<file path="config.mk">
export PLATFORM = sky130hd
export DESIGN_NAME = spi_slave
export DESIGN_NICKNAME = d
export VERILOG_FILES = /design/src/rtl/spi_slave.sv
export SDC_FILE = /design/constraint.sdc
export NUM_CORES = 1
export LEC_CHECK = 0
export BUFFER_PORTS_ARGS = -buffer_cell sky130_fd_sc_hd__clkbuf_2
export CORE_MARGIN = 2
export CORE_UTILIZATION = 50
export CTS_CLUSTER_DIAMETER = 60
export CTS_CLUSTER_SIZE = 12
export DETAILED_ROUTE_END_ITERATION = 7
export GPL_TIMING_DRIVEN = 0
export PLACE_DENSITY = 0.78
export REMOVE_ABC_BUFFERS = 1
export SKIP_CTS_REPAIR_TIMING = 1
export SLEW_MARGIN = 20
export SYNTH_ARGS = -nofsm -noshare
export SYNTH_HDL_FRONTEND = slang
export SYNTH_SLANG_ARGS = --single-unit
</file>
<file path="constraint.sdc">
create_clock -name clk -period 4.2 [get_ports clk]
set_clock_uncertainty 0.05 [all_clocks]
set_input_delay 0.63 -clock clk [delete_from_list [all_inputs] [get_ports clk]]
set_output_delay 0.63 -clock clk [all_outputs]
set_load 0.01 [all_outputs]
</file>
<file path="src/rtl/spi_slave.sv">
//==============================================================================
// Module      : spi_slave
// Description : SPI mode-0 slave, MSB first, oversampled on clk, with a
//               one-word tx holding buffer and a one-word rx output register.
// Revision    : 1.0 - initial release
//==============================================================================
`default_nettype none

module spi_slave #(
    parameter int W_DATA = 32
) (
    input  logic              clk,
    input  logic              rst,
    input  logic              sclk,
    input  logic              cs_n,
    input  logic              mosi,
    output logic              miso,
    input  logic [W_DATA-1:0] tx_data,
    input  logic              tx_valid,
    output logic              tx_ready,
    output logic [W_DATA-1:0] rx_data,
    output logic              rx_valid,
    input  logic              rx_ack,
    output logic              rx_overrun,
    output logic              busy
);

    localparam int CW = $clog2(W_DATA);
    localparam logic [CW-1:0] c_last = CW'(W_DATA - 1);

    typedef enum logic [0:0] {
        IDLE  = 1'b0,
        SHIFT = 1'b1
    } state_t;

    state_t            r_state;
    logic              r_sclk_s1, r_sclk_s2, r_sclk_s3;
    logic              r_cs_s1, r_cs_s2, r_cs_s3;
    logic              r_mosi_s1, r_mosi_s2;
    logic [CW-1:0]     r_bit_cnt;
    logic [W_DATA-1:0] r_tx_sr;
    logic [W_DATA-2:0] r_rx_sr;
    logic [W_DATA-1:0] r_buf;
    logic              r_buf_empty;
    logic              r_miso;
    logic [W_DATA-1:0] r_rx_data;
    logic              r_rx_valid;
    logic              r_rx_overrun;
    logic              r_busy;

    logic              w_sclk_rise, w_sclk_fall, w_cs_fall, w_cs_rise;
    logic              w_word_done, w_load, w_wr;
    logic [W_DATA-1:0] w_rx_word, w_tx_next;

    always_ff @(posedge clk or posedge rst) begin
        if (rst) begin
            r_sclk_s1 <= 1'b0;
            r_sclk_s2 <= 1'b0;
            r_sclk_s3 <= 1'b0;
            r_cs_s1   <= 1'b1;
            r_cs_s2   <= 1'b1;
            r_cs_s3   <= 1'b1;
            r_mosi_s1 <= 1'b0;
            r_mosi_s2 <= 1'b0;
        end else begin
            r_sclk_s1 <= sclk;
            r_sclk_s2 <= r_sclk_s1;
            r_sclk_s3 <= r_sclk_s2;
            r_cs_s1   <= cs_n;
            r_cs_s2   <= r_cs_s1;
            r_cs_s3   <= r_cs_s2;
            r_mosi_s1 <= mosi;
            r_mosi_s2 <= r_mosi_s1;
        end
    end

    assign w_sclk_rise = r_sclk_s2 & ~r_sclk_s3;
    assign w_sclk_fall = ~r_sclk_s2 & r_sclk_s3;
    assign w_cs_fall   = ~r_cs_s2 & r_cs_s3;
    assign w_cs_rise   = r_cs_s2 & ~r_cs_s3;

    assign w_rx_word   = {r_rx_sr, r_mosi_s2};
    assign w_word_done = (r_state == SHIFT) && !w_cs_rise && w_sclk_rise && (r_bit_cnt == c_last);
    assign w_load      = ((r_state == IDLE) && w_cs_fall) || w_word_done;
    assign w_tx_next   = r_buf_empty ? '0 : r_buf;
    assign w_wr        = tx_valid && r_buf_empty;

    always_ff @(posedge clk or posedge rst) begin
        if (rst) begin
            r_state      <= IDLE;
            r_busy       <= 1'b0;
            r_bit_cnt    <= '0;
            r_tx_sr      <= '0;
            r_rx_sr      <= '0;
            r_buf        <= '0;
            r_buf_empty  <= 1'b1;
            r_miso       <= 1'b0;
            r_rx_data    <= '0;
            r_rx_valid   <= 1'b0;
            r_rx_overrun <= 1'b0;
        end else begin
            r_rx_overrun <= 1'b0;
            if (w_word_done) begin
                if (!r_rx_valid || rx_ack) begin
                    r_rx_data  <= w_rx_word;
                    r_rx_valid <= 1'b1;
                end else begin
                    r_rx_overrun <= 1'b1;
                end
            end else if (rx_ack) begin
                r_rx_valid <= 1'b0;
            end

            // A write only lands in an empty buffer, so a simultaneous load
            // (which took the old, empty contents) leaves it full.
            if (w_wr) begin
                r_buf       <= tx_data;
                r_buf_empty <= 1'b0;
            end else if (w_load) begin
                r_buf_empty <= 1'b1;
            end

            case (r_state)
                IDLE: begin
                    if (w_cs_fall) begin
                        r_state   <= SHIFT;
                        r_busy    <= 1'b1;
                        r_tx_sr   <= w_tx_next;
                        r_bit_cnt <= '0;
                    end
                end
                SHIFT: begin
                    if (w_cs_rise) begin
                        r_state   <= IDLE;
                        r_busy    <= 1'b0;
                        r_bit_cnt <= '0;
                    end else if (w_sclk_rise) begin
                        r_rx_sr <= w_rx_word[W_DATA-2:0];
                        if (r_bit_cnt == c_last) begin
                            r_bit_cnt <= '0;
                            r_tx_sr   <= w_tx_next;
                        end else begin
                            r_bit_cnt <= r_bit_cnt + 1'b1;
                        end
                    end else if (w_sclk_fall && (r_bit_cnt != '0)) begin
                        // The fall following a word boundary must not shift out
                        // the MSB of the freshly loaded word.
                        r_tx_sr <= {r_tx_sr[W_DATA-2:0], 1'b0};
                    end
                end
                default: begin
                    r_state <= IDLE;
                    r_busy  <= 1'b0;
                end
            endcase

            r_miso <= (r_state == SHIFT) ? r_tx_sr[W_DATA-1] : 1'b0;
        end
    end

    assign miso       = r_miso;
    assign tx_ready   = r_buf_empty;
    assign rx_data    = r_rx_data;
    assign rx_valid   = r_rx_valid;
    assign rx_overrun = r_rx_overrun;
    assign busy       = r_busy;

endmodule

`default_nettype wire
</file>
==> flow_summary.toml, run 1 <==
[run_status]
status = "complete, no violations"

[die]
std_cell_rows = 39
dieHeight_um = 112
floorplan.initialDensity_pct = 50.9
die-width_um = 112
fp.dieArea_um2 = 12500
core_area_um2 = 11400
design.portCount = 76

[detailed_routing]
post_drt_via_cell_ratio = 5.58
num_vias = 3440
met2RoutedLength_mm = 5.16
finalWirelength_mm = 10.5
route.detailed.drc = 0
drt-initial-drc-count = 308
dr.max_layer_used = "met4"
antenna_left = 0
route.layer.met1.wl_mm = 4.58
avgRoutedWirePerCell_um = 17.1
detail_route.first_pass.iterations = 4
detailroute.wirelength.met3_um = 658

[logic_synthesis]
post-synth-top-area-cell = "sky130_fd_sc_hd__dfrtp_1"
number_of_synthesized_register_bits = 146
syn_area_um2 = 5790
syn_area_per_cell_um2 = 15.0
synth_cells = 385
synth_cell_types = 36
synth_top_cell_area_share_pct = 61.4
yosysWarnings = 0
seq_area_frac_synth_pct = 63.2
synth_area_leaders = "sky130_fd_sc_hd__dfrtp_1 61%, sky130_fd_sc_hd__mux2_2 13%, sky130_fd_sc_hd__mux2_1 5.8%, sky130_fd_sc_hd__o2bb2ai_1 4.8%, sky130_fd_sc_hd__a22oi_1 4.0%"

[clock_network]
clk_root_buffer_cell = "sky130_fd_sc_hd__clkbuf_16"
h-tree-depth = 4
cts_made_buffers = 17
tritoncts = "yes"
insertion_delay_ns = 0.41
cts.path.max_buffers = 2
worst_setup_hold_path_clk_slew_ns = 0.06
cts.sinks = 146

[finish]
layoutNonFillerInstCount = 616
commonest_cells_after_routing_fill_and_taps_aside = "142 x sky130_fd_sc_hd__dfrtp_1, 75 x sky130_fd_sc_hd__clkbuf_2, 65 x sky130_fd_sc_hd__mux2_2"
num-nets-final = 503
synthesis_to_finish_area_growth_pct = 19.7
post_route_cells_drive_above_1_share_pct = 40.4
n_antenna_cell = 0
finalInstanceArea_um2 = 6920
mostFrequentLayoutCell = "sky130_fd_sc_hd__dfrtp_1"

[critical_path]
classification_of_the_worst_setup_path = "flop to flop"
critPathLaunchType = "flop"
cp_num_cells = 7
critPathCaptureType = "flop"
worstPathBufferInverterCount = 1
critical_path.slowest_cell = "sky130_fd_sc_hd__nor2b_4"
cp.required_ns = 4.44
worst_ep_arrival_time_ns = 2.73
cp_common_cell = "sky130_fd_sc_hd__ha_1"
critical-path-max-stage-delay_ns = 0.56
critical-path-top-delay-family = "simple AND/OR/NAND/NOR gates"
reg2regPathDepth = 7
regToRegSetupSlack_ns = 1.71
timing.critical_path.cells = "ha_1, and3_1, ha_1, nand4_1, nor2b_4, buf_16, mux2_1"
cp_max_fo = 17

[timing]
rsz0062_at_grt = "no"
finalMaxSlewViolations = 0
fin_crit_sh_pct = 59.2
period_needed_ns = 2.49
maximum_clock_frequency_mhz = 402
tightestPinTransition_ns = 0.804
setup-violations-final = 0
timing.final.hold_violations = 0
slew_headroom_pct = 46.4

[placement]
buffer_ports.inserted = 75
dpl.cell_count = 584
dpl_cell_area_um2 = 6310
detailed_place_hpwl_mm = 6.73
gp_congestion = 0.722

[grt]
gr-total-overflow = 0
grt_use_total_pct = 18.4
antenna_found_initial = 0
maximum_number_of_pins_on_one_net_before_global_route_repair = 79
global_route_wire_length_before_repair_mm = 18.1
first_global_vias = 3580

[run]
max_cap_violations = 0

[power_and_ir_drop]
power_uw = 4270
power.density_nw_per_um2 = 617
p_leak_uw = 0.00336
irDropWorstVdd_mv = 0.455

[min_path]
hold_path_class = "primary input to async pin"
-- cell type report --
cell class	count	area (um^2)
multi-input combinational	210	1980
tap	143	179
sequential	146	3660
clock buffer	22	484
clock inverter	10	130
timing repair buffer	79	460
fill	864	4450
inverter	6	30.0
-- synth_stat cells --
cell type / instances
sky130_fd_sc_hd__nand2_1: 4
sky130_fd_sc_hd__a21o_1: 1
sky130_fd_sc_hd__nor3b_1: 1
sky130_fd_sc_hd__mux2_1: 30
sky130_fd_sc_hd__and3b_1: 1
sky130_fd_sc_hd__buf_6: 7
sky130_fd_sc_hd__o2bb2ai_1: 32
sky130_fd_sc_hd__o21ai_0: 5
sky130_fd_sc_hd__inv_1: 6
sky130_fd_sc_hd__a32o_1: 2
sky130_fd_sc_hd__o31ai_2: 1
sky130_fd_sc_hd__and2_1: 1
sky130_fd_sc_hd__nand4_1: 3
sky130_fd_sc_hd__nand2_2: 1
sky130_fd_sc_hd__a21oi_1: 4
sky130_fd_sc_hd__and2_0: 1
sky130_fd_sc_hd__o31a_1: 1
sky130_fd_sc_hd__nor2b_4: 1
sky130_fd_sc_hd__nor2b_1: 2
sky130_fd_sc_hd__buf_1: 3
sky130_fd_sc_hd__dfstp_2: 4
sky130_fd_sc_hd__buf_4: 1
sky130_fd_sc_hd__mux2_2: 65
sky130_fd_sc_hd__ha_1: 4
sky130_fd_sc_hd__o211ai_1: 1
sky130_fd_sc_hd__nor2_1: 2
sky130_fd_sc_hd__a22oi_1: 31
sky130_fd_sc_hd__and3_1: 1
sky130_fd_sc_hd__nand3_1: 5
sky130_fd_sc_hd__nand2b_1: 6
sky130_fd_sc_hd__nor4b_2: 1
sky130_fd_sc_hd__buf_2: 12
sky130_fd_sc_hd__dfrtp_1: 142
sky130_fd_sc_hd__or3b_4: 1
sky130_fd_sc_hd__nor4_1: 1
sky130_fd_sc_hd__nor3_2: 1
-- state kept, by name (all words and copies together), names as in the netlist, 5 cells and up --
name       flops
r_tx_sr       32
rx_data       32
r_bit_cnt      5
r_rx_sr       31
r_buf         32
-- worst register-to-register path, stage by stage (launching register included) --
cell and delay, ns:
sky130_fd_sc_hd__dfrtp_1 0.38, sky130_fd_sc_hd__ha_1 0.20, sky130_fd_sc_hd__and3_1 0.20, sky130_fd_sc_hd__ha_1 0.17, sky130_fd_sc_hd__nand4_1 0.22, sky130_fd_sc_hd__nor2b_4 0.56
sky130_fd_sc_hd__buf_16 0.23, sky130_fd_sc_hd__mux2_1 0.35
-- metrics by stage --
stage               worst slack, ns  util, %  hold WS [ns]  setup TNS [ns]
floorplan                    -0.396        -         0.281          -56.28
global placement              -1.74     54.4         0.282         -247.11
detailed placement             1.69     55.5         0.291               0
CTS                            1.67     60.9         0.221               0
global route                   1.53     60.9         0.218               0
finish                         1.71     60.9         0.215               0
-- layer usage --
layer | track usage [%] | vias up
met2 | 28.9 | 95
met5 | 0 | -
met1 | 23.5 | 1750
met4 | 5.19 | 0
met3 | 7.95 | 17
li1 | - | 1578
-- where the power goes --
group / switching, uW / leakage, uW / internal, uW
sequential: 228 / 0.00189 / 1780
clock: 544 / 0.000302 / 991
combinational: 320 / 0.00117 / 407
-- worst paths after layout --
kind	start	to
worst min register to register	r_sclk_s1	r_sclk_s2
worst max register to register	r_bit_cnt[1]	rx_data[14]
max in group asynchronous	rst	r_cs_s1
min in group clk	cs_n	r_cs_s1
worst min-delay path	rst	r_buf[14]
worst max-delay path	r_bit_cnt[1]	rx_data[14]
-- cell families (layout without fill, tap and decap cells) --
family | Yosys count | after routing | share of synthesized area [%]
mux | 95 | 95 | 18.5
buf+inv | 29 | 117 | 3.11
compound gates | 78 | 78 | 10.6
fa+ha+maj | 4 | 4 | 0.865
simple gates | 33 | 33 | 3.70
flops | 146 | 146 | 63.2
Power figures use the tool's default switching activity.
==> run 2: changes to the inputs <==
--- a/config.mk
+++ b/config.mk
@@ -12,7 +12,7 @@
 export CTS_CLUSTER_SIZE = 12
 export DETAILED_ROUTE_END_ITERATION = 7
 export GPL_TIMING_DRIVEN = 0
-export PLACE_DENSITY = 0.78
+export PLACE_DENSITY = 0.76
 export REMOVE_ABC_BUFFERS = 1
 export SKIP_CTS_REPAIR_TIMING = 1
 export SLEW_MARGIN = 20
==> constraint.sdc (replaced) <==
create_clock -name clk -period 2.5 [get_ports clk]
set_clock_uncertainty 0.05 [all_clocks]
set_input_delay 0.375 -clock clk [delete_from_list [all_inputs] [get_ports clk]]
set_output_delay 0.375 -clock clk [all_outputs]
set_load 0.01 [all_outputs]
==> flow_summary.toml, run 2 (synthesized netlist as in run 1, its figures left out) <==
[run_status]
status = "complete, no violations"

[clock_network]
cts.path.max_buffers = 2
worst_setup_hold_path_clk_slew_ns = 0.06
clk_root_buffer_cell = "sky130_fd_sc_hd__clkbuf_16"
insertion_delay_ns = 0.42
h-tree-depth = 4
cts_made_buffers = 17
cts.sinks = 146
tritoncts = "yes"

[placement]
dpl.cell_count = 585
gp_congestion = 0.755
buffer_ports.inserted = 75
detailed_place_hpwl_mm = 6.50

[min_path]
hold_path_class = "primary input to flop"

[power_and_ir_drop]
p_leak_uw = 0.00334
irDropWorstVdd_mv = 0.746
p_switching_uw = 1840
power.density_nw_per_um2 = 990
combinationalPowerShare_pct = 18.0
internal-power_uw = 4970
power.switching_fraction_pct = 27.1
clock_power_share_pct = 32.5
power.share.sequential_pct = 49.5

[critical_path]
cp_common_cell = "sky130_fd_sc_hd__ha_1"
worst_ep_arrival_time_ns = 2.54
timing.critical_path.cells = "ha_1, and3_1, ha_1, nor3b_1, o31a_2, o2bb2ai_1"
worstPathBufferInverterCount = 0
classification_of_the_worst_setup_path = "flop to flop"
critPathLaunchType = "flop"
cp_max_fo = 31
critical-path-top-delay-family = "compound AO/OA/AOI/OAI gates"
critPathCaptureType = "flop"
critical_path.slowest_cell = "sky130_fd_sc_hd__o31a_2"
cp.required_ns = 2.72
critical-path-max-stage-delay_ns = 0.60

[grt]
gr-total-overflow = 0
antenna_found_initial = 0
maximum_number_of_pins_on_one_net_before_global_route_repair = 75
grt_use_total_pct = 18.2
first_global_vias = 3656
global_route_wire_length_before_repair_mm = 17.7

[die]
fp.dieArea_um2 = 12500
dieHeight_um = 112
design.portCount = 76
std_cell_rows = 39
core_area_um2 = 11400
die-width_um = 112
floorplan.initialDensity_pct = 50.9

[timing]
slew_headroom_pct = 45.8
final.hold.worst_slack_ns = 0.0626
timing.final.hold_violations = 0
rsz0062_at_grt = "no"
fin_crit_sh_pct = 93.0
tightestPinTransition_ns = 0.810
period_needed_ns = 2.32
maximum_clock_frequency_mhz = 430
setup-violations-final = 0
timing.setup.tns_ns = 0
finalMaxSlewViolations = 0

[detailed_routing]
num_vias = 3425
antenna_left = 0
drt-initial-drc-count = 250
detail_route.first_pass.iterations = 5
post_drt_via_cell_ratio = 5.52
finalWirelength_mm = 10.4
route.detailed.drc = 0
avgRoutedWirePerCell_um = 16.8

[finish]
layoutNonFillerInstCount = 621
mostFrequentLayoutCell = "sky130_fd_sc_hd__dfrtp_1"
post_route_cells_drive_above_1_share_pct = 39.3
n_antenna_cell = 0
num-nets-final = 508
commonest_cells_after_routing_fill_and_taps_aside = "142 x sky130_fd_sc_hd__dfrtp_1, 75 x sky130_fd_sc_hd__clkbuf_2, 65 x sky130_fd_sc_hd__mux2_2"
synthesis_to_finish_area_growth_pct = 19.0

[run]
max_cap_violations = 0
run 2: path summary, 6_finish.rpt:
path	end	cells after the start	from	slack [ns]
min in group asynchronous	rx_data[3]	3	rst	0.51
max	r_tx_sr[12]	6	r_bit_cnt[0]	0.18
min reg2reg	r_sclk_s2	0	r_sclk_s1	0.29
max in group asynchronous	tx_ready	4	rst	1.14
min	tx_ready	2	tx_valid	0.06
max reg2reg	r_tx_sr[12]	6	r_bit_cnt[0]	0.18
run 2: cell type report:
cell class	instances	area (um^2)
sequential	146	3660
clock inverter	9	60.1
tap	143	179
clock buffer	23	458
timing repair buffer	84	520
inverter	6	30.0
fill	880	4480
multi-input combinational	210	1980
run 2: through the flow:
step / cell area [um^2] / total power [uW] / worst slack, ns / util [%]
floorplan: 5630 / 4240 / -1.84 / -
global placement: 6180 / 4510 / -3.22 / 54.4
detailed placement: 6330 / 4630 / 0.183 / 55.7
CTS: 6850 / 6900 / 0.163 / 60.2
global route: 6890 / 7190 / 0.00794 / 60.6
finish: 6890 / 6820 / 0.176 / 60.6
run 2: routing by layer:
layer / routed length [um] / up-vias / share of wire [%] / track usage [%]
li1: - / 1588 / - / -
met1: 4660 / 1726 / 45 / 22.4
met2: 4960 / 97 / 48 / 28.6
met3: 655 / 14 / 6.3 / 8.22
met4: 155 / 0 / 1.5 / 6.58
met5: 0 / - / 0 / 0
run 2: power by group through the flow:
stage	sequential [uW]	clock, uW	combinational (uW)
final	3370	2220	1230
after global routing	3460	2380	1360
after CTS	3370	2280	1250
after detailed placement	3400	0	1230
after global placement	3370	0	1140
after floorplan	3290	0	952
